**src/rtl/node_mac_sequencer_pkg.sv**
```systemverilog
// Shared types and constants for the neuron MAC sequencer.
// Latency: none (declarations and pure functions only).
// Backpressure: not applicable.
package node_mac_sequencer_pkg;

  typedef enum logic [1:0] {
    IDLE  = 2'd0,
    ACCUM = 2'd1,
    DRAIN = 2'd2,
    DONE  = 2'd3
  } state_t;

  localparam logic [31:0] ZERO = 32'h0000_0000;
  localparam logic [31:0] ONE  = 32'h3F80_0000;

  // Weight table; evaluations wider than the table reuse it modulo its length.
  localparam int W_TABLE_LEN = 16;
  localparam logic [31:0] W_TABLE [W_TABLE_LEN] = '{
    32'h3F000000, 32'h3F46BDCF, 32'hBF400000, 32'hBE7964A1,
    32'h3FC00000, 32'h3E800000, 32'hBF800000, 32'h3F59999A,
    32'h3DCCCCCD, 32'hC0000000, 32'h3F200000, 32'hBEAAAAAB,
    32'h3F800000, 32'h3E4CCCCD, 32'hBF000000, 32'h40400000
  };

  function automatic logic [31:0] weight_of(input int unsigned idx);
    return W_TABLE[4'(idx % W_TABLE_LEN)];
  endfunction

  // Sign bit set (including -0.0 and negative NaN) clamps to +0.0.
  function automatic logic [31:0] relu(input logic [31:0] x);
    return x[31] ? ZERO : x;
  endfunction

endpackage

```
**src/rtl/float_adder.sv**
```systemverilog
// IEEE-754 single add, round-to-nearest-even, subnormals flushed to zero.
// Latency: combinational.
// Backpressure: none; debug outputs expose pre-round value, alignment shift and carry.
module float_adder (
  input  logic [31:0] a,
  input  logic [31:0] b,
  output logic [31:0] out,
  output logic [31:0] Out_test,
  output logic [7:0]  shift,
  output logic        c_out
);

  logic [31:0] big, sml;
  logic [7:0]  d;
  logic [4:0]  dcap, lz;
  logic [50:0] sh;
  logic [26:0] bm, sm, n;
  logic [27:0] sum;
  logic [24:0] rm;
  logic [22:0] frac;
  logic        rnd, a_zero, b_zero, a_spec, b_spec, a_nan, b_nan;
  int          e;

  // Align smaller operand with guard/round/sticky, add or subtract, normalise, round
  always_comb begin
    big  = (a[30:23] == b[30:23] && a[22:0] == b[22:0]) ? a :
           ((a[30:0] >= b[30:0]) ? a : b);
    sml  = (a[30:0] >= b[30:0]) ? b : a;
    d    = big[30:23] - sml[30:23];
    // Beyond 26 places the small operand only contributes sticky.
    dcap = (d > 8'd26) ? 5'd26 : d[4:0];
    sh   = {1'b1, sml[22:0], 27'd0} >> dcap;
    sm   = {sh[50:25], |sh[24:0]};
    bm   = {1'b1, big[22:0], 3'b000};
    sum  = (big[31] ^ sml[31]) ? ({1'b0, bm} - {1'b0, sm}) : ({1'b0, bm} + {1'b0, sm});
    lz   = '0;
    for (int i = 0; i < 27; i++) begin
      if (sum[i]) lz = 5'(26 - i);
    end
    if (sum[27]) begin
      n = {sum[27:2], sum[1] | sum[0]};
      e = int'(big[30:23]) + 1;
    end else begin
      n = sum[26:0] << lz;
      e = int'(big[30:23]) - int'(lz);
    end
    rnd = n[2] & (n[1] | n[0] | n[3]);
    rm  = {1'b0, n[26:3]} + 25'(rnd);
    if (rm[24]) begin
      e    = e + 1;
      frac = rm[23:1];
    end else begin
      frac = rm[22:0];
    end
    Out_test = {big[31], e[7:0], n[25:3]};
    shift    = d;
    c_out    = sum[27];

    a_zero = (a[30:23] == 8'd0);
    b_zero = (b[30:23] == 8'd0);
    a_spec = (a[30:23] == 8'hFF);
    b_spec = (b[30:23] == 8'hFF);
    a_nan  = a_spec && (a[22:0] != 23'd0);
    b_nan  = b_spec && (b[22:0] != 23'd0);
    if (a_nan || b_nan || (a_spec && b_spec && (a[31] != b[31]))) out = 32'h7FC00000;
    else if (a_spec)          out = a;
    else if (b_spec)          out = b;
    else if (a_zero && b_zero) out = {a[31] & b[31], 31'd0};
    else if (a_zero)          out = b;
    else if (b_zero)          out = a;
    else if (sum == 28'd0)    out = 32'd0;
    else if (e >= 255)        out = {big[31], 8'hFF, 23'd0};
    else if (e <= 0)          out = {big[31], 31'd0};
    else                      out = {big[31], e[7:0], frac};
  end

endmodule

```
**src/rtl/float_mult.sv**
```systemverilog
// IEEE-754 single multiply, round-to-nearest-even, subnormals flushed to zero.
// Latency: combinational.
// Backpressure: none; output follows inputs.
module float_mult (
  input  logic [31:0] a,
  input  logic [31:0] b,
  output logic [31:0] y
);

  logic [47:0] p;
  logic [25:0] n;
  logic [24:0] rm;
  logic [22:0] frac;
  logic        s, rnd, a_spec, b_spec, a_nan, b_nan, a_zero, b_zero;
  int          e;

  // Multiply mantissas, normalise by at most one place, round, then apply specials
  always_comb begin
    s      = a[31] ^ b[31];
    a_spec = (a[30:23] == 8'hFF);
    b_spec = (b[30:23] == 8'hFF);
    a_nan  = a_spec && (a[22:0] != 23'd0);
    b_nan  = b_spec && (b[22:0] != 23'd0);
    a_zero = (a[30:23] == 8'd0);
    b_zero = (b[30:23] == 8'd0);
    p      = {1'b1, a[22:0]} * {1'b1, b[22:0]};
    if (p[47]) begin
      n = {p[47:24], p[23], |p[22:0]};
      e = int'(a[30:23]) + int'(b[30:23]) - 126;
    end else begin
      n = {p[46:23], p[22], |p[21:0]};
      e = int'(a[30:23]) + int'(b[30:23]) - 127;
    end
    rnd = n[1] & (n[0] | n[2]);
    rm  = {1'b0, n[25:2]} + 25'(rnd);
    if (rm[24]) begin
      e    = e + 1;
      frac = rm[23:1];
    end else begin
      frac = rm[22:0];
    end
    if (a_nan || b_nan || (a_spec && b_zero) || (b_spec && a_zero)) y = 32'h7FC00000;
    else if (a_spec || b_spec) y = {s, 8'hFF, 23'd0};
    else if (a_zero || b_zero) y = {s, 31'd0};
    else if (e >= 255)         y = {s, 8'hFF, 23'd0};
    else if (e <= 0)           y = {s, 31'd0};
    else                       y = {s, e[7:0], frac};
  end

endmodule

```
**src/rtl/node_mac_sequencer_weight_rom.sv**
```systemverilog
// Weight lookup for the MAC sequencer: activation index in, weight out.
// Latency: combinational.
// Backpressure: none.
module node_weight_rom
  import node_mac_sequencer_pkg::*;
#(
  parameter int N_INPUTS = 15,
  parameter int WIDTH    = 32,
  parameter int IW       = $clog2(N_INPUTS + 1)
) (
  input  logic [IW-1:0]    idx,
  output logic [WIDTH-1:0] weight
);

  assign weight = WIDTH'(weight_of(32'(idx)));

endmodule

```
**src/rtl/node_mac_sequencer.sv**
```systemverilog
// One neuron evaluation: ReLU(sum A[i]*W[i]) with a single shared multiplier and adder.
// Latency: N_INPUTS+2 cycles from start to out_valid with no input gaps.
// Backpressure: in_ready only in ACCUM; result held in DONE until out_ready.
module node_mac_sequencer
  import node_mac_sequencer_pkg::*;
#(
  parameter int N_INPUTS = 15,
  parameter int WIDTH    = 32
) (
  input  logic             clk,
  input  logic             rst_n,
  input  logic             start,
  output logic             busy,
  input  logic [WIDTH-1:0] in_data,
  input  logic             in_valid,
  output logic             in_ready,
  output logic [WIDTH-1:0] out_data,
  output logic             out_valid,
  input  logic             out_ready
);

  localparam int CW = $clog2(N_INPUTS + 1);
  localparam logic [CW-1:0] LAST = CW'(N_INPUTS - 1);

  state_t           state, state_nxt;
  logic [CW-1:0]    count;
  logic [WIDTH-1:0] acc, prod, weight, mul_res, add_res;
  logic             prod_vld, in_hs, out_hs;

  node_weight_rom #(.N_INPUTS(N_INPUTS), .WIDTH(WIDTH), .IW(CW)) u_rom (
    .idx    (count),
    .weight (weight)
  );

  float_mult u_mult (
    .a (in_data),
    .b (weight),
    .y (mul_res)
  );

  float_adder u_add (
    .a        (acc),
    .b        (prod),
    .out      (add_res),
    .Out_test (),
    .shift    (),
    .c_out    ()
  );

  assign in_hs  = in_valid & in_ready;
  assign out_hs = out_valid & out_ready;

  // State register
  always_ff @(posedge clk or negedge rst_n) begin
    if (!rst_n) state <= IDLE;
    else        state <= state_nxt;
  end

  // Next state, input acceptance and busy flag
  always_comb begin
    state_nxt = state;
    in_ready  = 1'b0;
    busy      = 1'b1;
    case (state)
      IDLE: begin
        busy = 1'b0;
        if (start) state_nxt = ACCUM;
      end
      ACCUM: begin
        in_ready = 1'b1;
        if (in_valid && count == LAST) state_nxt = DRAIN;
      end
      DRAIN:   state_nxt = DONE;
      DONE:    if (out_hs) state_nxt = IDLE;
      default: state_nxt = IDLE;
    endcase
  end

  // Product pipeline, sequential accumulation and the held result register
  always_ff @(posedge clk or negedge rst_n) begin
    if (!rst_n) begin
      count     <= '0;
      acc       <= ZERO;
      prod      <= ZERO;
      prod_vld  <= 1'b0;
      out_valid <= 1'b0;
      out_data  <= ZERO;
    end else begin
      prod_vld <= in_hs;
      if (in_hs) begin
        prod  <= mul_res;
        count <= count + CW'(1);
      end
      if (state == IDLE && start) begin
        count <= '0;
        acc   <= ZERO;
      end else if (prod_vld) begin
        acc <= add_res;
      end
      if (state == DONE) begin
        if (!out_valid) begin
          out_valid <= 1'b1;
          out_data  <= relu(acc);
        end else if (out_ready) begin
          out_valid <= 1'b0;
          out_data  <= ZERO;
        end
      end
    end
  end

endmodule

```
**config.mk**
```make
export PLATFORM = sky130hd
export DESIGN_NAME = node_mac_sequencer
export DESIGN_NICKNAME = d
export VERILOG_FILES = /design/src/rtl/node_mac_sequencer_pkg.sv /design/src/rtl/float_adder.sv /design/src/rtl/float_mult.sv /design/src/rtl/node_mac_sequencer_weight_rom.sv /design/src/rtl/node_mac_sequencer.sv
export SDC_FILE = /design/constraint.sdc
export NUM_CORES = 2
export LEC_CHECK = 0
export CORE_ASPECT_RATIO = 1.4
export CORE_MARGIN = 5
export CORE_UTILIZATION = 50
export DETAILED_ROUTE_END_ITERATION = 8
export PLACE_DENSITY_LB_ADDON = 0.25
export SETUP_SLACK_MARGIN = 0.5
export SYNTH_ARGS = -nofsm -noshare
export SYNTH_HDL_FRONTEND = slang
export SYNTH_SLANG_ARGS = --single-unit
```
**constraint.sdc**
```tcl
create_clock -name clk -period 15.6 [get_ports clk]
set_input_delay 4.68 -clock clk [delete_from_list [all_inputs] [get_ports clk]]
set_output_delay 4.68 -clock clk [all_outputs]
set_load 0.02 [all_outputs]
```
==> impl_metrics.env <==
export IMPL_async_flop_share_pct=100
export IMPL_ios=72
export IMPL_first_pass_iters=8
export IMPL_cts_tree="yes"
export IMPL_fin_crit_ns=14.69
export IMPL_synthTopCellsByArea="fa_1 26%, ha_1 10%, inv_1 7.2%"
export IMPL_synth_edff_count=0
export IMPL_final_area_sq_um=42000
export IMPL_arrival_ns=14.94
export IMPL_finalNetCount=5766
export IMPL_cts_root_buf="clkbuf_16"
export IMPL_ys_types=137
export IMPL_fin_cells=5905
export IMPL_core_region_area_sq_um=73700
export IMPL_num_vias=36200
export IMPL_yosysTopAreaCellShare_pct=26.3
export IMPL_yosysTopAreaCell="fa_1"
export IMPL_fmax_mhz=68.1
export IMPL_cts_sink_count=103
export IMPL_place_area_sq_um=40900
export IMPL_setup_viol=0
export IMPL_dp_cells=5848
export IMPL_clockBufferDepth=2
export IMPL_die_w_microns=240
export IMPL_crit_path_max_incr_delay_ns=0.55
export IMPL_ff2ff_path_depth=63
export IMPL_yosysWarnings=0
export IMPL_clkTransAtPathRegs_ns=0.07
export IMPL_fin_crit_sh_pct=94.2
export IMPL_fin_skew_ns=0.00549
export IMPL_slew_viol_final=0
export IMPL_crit_buf_inv=5
export IMPL_syn_num_nets=5487
export IMPL_top_layer="met4"
export IMPL_synth_common_cells="712 x inv_1, 558 x nand2_1, 486 x fa_1"
export IMPL_path_max_fanout=6
export IMPL_status="finished, final reports clean"
export IMPL_globalplace_congestion=1.06
export IMPL_ys_ff_latch=103
export IMPL_min_path_type="reg -> reg"
export IMPL_rsz0062_at_grt="no"
export IMPL_critPathMostFrequentCell="fa_1"
export IMPL_overflow=0
export IMPL_startpoint_type="primary input"
export IMPL_r2r_start="prod[17]$_DFFE_PN0P_"
export IMPL_yosysMostFrequentCell="inv_1"
export IMPL_syn_area_per_cell_sq_um=7.94
export IMPL_layout_drive_gt1_share_pct=13.9
export IMPL_drtIter0Drc=3077
export IMPL_start_util_pct=50.2
export IMPL_cp_end_kind="register"
export IMPL_whs_endpoint="out_data[4]$_DFFE_PN0P_"
export IMPL_cts_htree_levels=3
export IMPL_slew_limit_headroom_pct=27.7
export IMPL_grt_usage_pct=36.7
export IMPL_placementRows=118
export IMPL_cp_slowest_cell="fa_1"
export IMPL_drt_wl_total_mm=149
export IMPL_remaining_drc_errors=0
export IMPL_die_area_sq_um=79700
export IMPL_grt_pass1_wl_mm=224
export IMPL_met3WireLength_mm=8.49
export IMPL_ys_flop_type="dfrtp_1"
export IMPL_drt_met1_wl_mm=49.6
export IMPL_cts_buffers=9
export IMPL_post_drt_via_cell_ratio=6.13
export IMPL_cts_hold_buffers=0
export IMPL_crit_family="adder cells"
export IMPL_finalHoldViolCount=0
export IMPL_die_h_microns=332
export IMPL_r2r_setup_slack_ns=1.18
export IMPL_syn_cell_area_sq_um=37000
export IMPL_whs_ns=0.486
export IMPL_worst_slew_pin_slew_ns=1.08
export IMPL_maxCapViolCount=0
export IMPL_hpwl_mm=124
export IMPL_hp_start="out_data[4]$_DFFE_PN0P_"
export IMPL_yosysSeqAreaShare_pct=6.96
export IMPL_holdPathStages=2
export IMPL_clk_latency_ns=0.36
export IMPL_synthCells=4660
export IMPL_antenna_found_initial=0
export IMPL_wire_per_inst_microns=25.3
export IMPL_crit_type="in -> reg"
export IMPL_r2r_end="acc[6]$_DFFE_PN0P_"
export IMPL_grt_pass1_vias=37200
export IMPL_critical_path_required_ns=15.85
export IMPL_grt_max_degree=63
export IMPL_ant_nets=0
export IMPL_portBuffers=70
export IMPL_route_met2_wl_mm=74.9
export IMPL_areaGrowthSynthToFinish_pct=13.6
[registers in the layout, indices dropped and copies added (netlist names)]
name       cells
out_valid      1
out_data      31
prod_vld       1
count          4
state          2
acc           32
prod          32
[layout by cell type (no fill, tap or decap), types with 46 or more instances in the layout]
| cell | count |
|---|---|
| a21oi_1 | 214 |
| fa_1 | 480 |
| nand4_1 | 69 |
| buf_4 | 390 |
| xnor2_1 | 100 |
| and2_1 | 197 |
| inv_1 | 712 |
| nand2_1 | 548 |
| dfrtp_1 | 101 |
| o211ai_1 | 54 |
| clkdlybuf4s50_1 | 46 |
| nor3_1 | 74 |
| xor2_1 | 47 |
| nor2_1 | 265 |
| mux2i_1 | 61 |
| o21ai_0 | 211 |
| ha_1 | 300 |
| nand3_1 | 119 |
[per-stage QoR]
step | utilization [%] | setup TNS (ns) | setup WS [ns]
2_1_floorplan | - | 0 | 0.513
3_3_place_gp | 55.5 | -0.0928 | -0.0103
3_5_place_dp | 55.5 | -2.62 | -0.239
4_1_cts | 56.0 | 0 | 0.496
5_1_grt | 57.1 | 0 | 0.441
6_report | 57.1 | 0 | 0.911
[routing by layer]
metal	vias up	GRT usage, %
li1	16300	-
met5	-	0
met1	17600	38.5
met4	0	29.5
met2	1670	64.8
met3	661	4.83
[worst max path at each step]
stage	endpoint	start	cells after the start	slack, ns
finish	prod[21]$_DFFE_PN0P_	in_data[22]	44	0.91
global route	prod[21]$_DFFE_PN0P_	in_data[22]	44	0.44
CTS	acc[6]$_DFFE_PN0P_	prod[28]$_DFFE_PN0P_	63	0.50
detailed placement	prod[7]$_DFFE_PN0P_	in_data[8]	46	-0.24
global placement	prod[9]$_DFFE_PN0P_	in_data[7]	47	-0.01
floorplan	prod[11]$_DFFE_PN0P_	in_data[1]	49	0.51
[cell type report]
| class | instances | area [sq um] |
|---|---|---|
| multi-input combinational | 3631 | 31400 |
| antenna | 1 | 2.50 |
| tap | 960 | 1200 |
| inverter | 719 | 2700 |
| clock buffer | 14 | 274 |
| fill | 7049 | 31600 |
| sequential | 103 | 2580 |
| timing repair buffer | 475 | 3860 |
| clock inverter | 2 | 37.5 |
[worst min-delay path, delay by kind of cell (launching register included)]
| family | cells | cell delay, ns |
|---|---|---|
| flip-flops | 1 | 0.34 |
| AO/OA/AOI/OAI | 1 | 0.06 |
| AND/OR/NAND/NOR | 1 | 0.04 |
[cell families after synthesis]
logic type / Yosys count / share of synthesized area (%)
flip-flops: 103 / 6.96
other: 1 / 0.0101
AO/OA/AOI/OAI: 1004 / 18.8
AND/OR/NAND/NOR: 1588 / 21.3
XOR/XNOR: 151 / 3.57
adder cells (fa/ha/maj): 790 / 36.6
buffers and inverters: 927 / 9.85
multiplexers: 96 / 2.93
[what timing repair did]
item,4_1_cts,5_1_grt
resized for setup,18,123
pin swaps,3,42
endpoints found under the setup margin,46,62
setup buffers,3,34
hold endpoints to repair,0,0
cloned,0,3
Power is not shown: default switching activity piles up to over one toggle a cycle in this logic, so the estimate is an artifact.
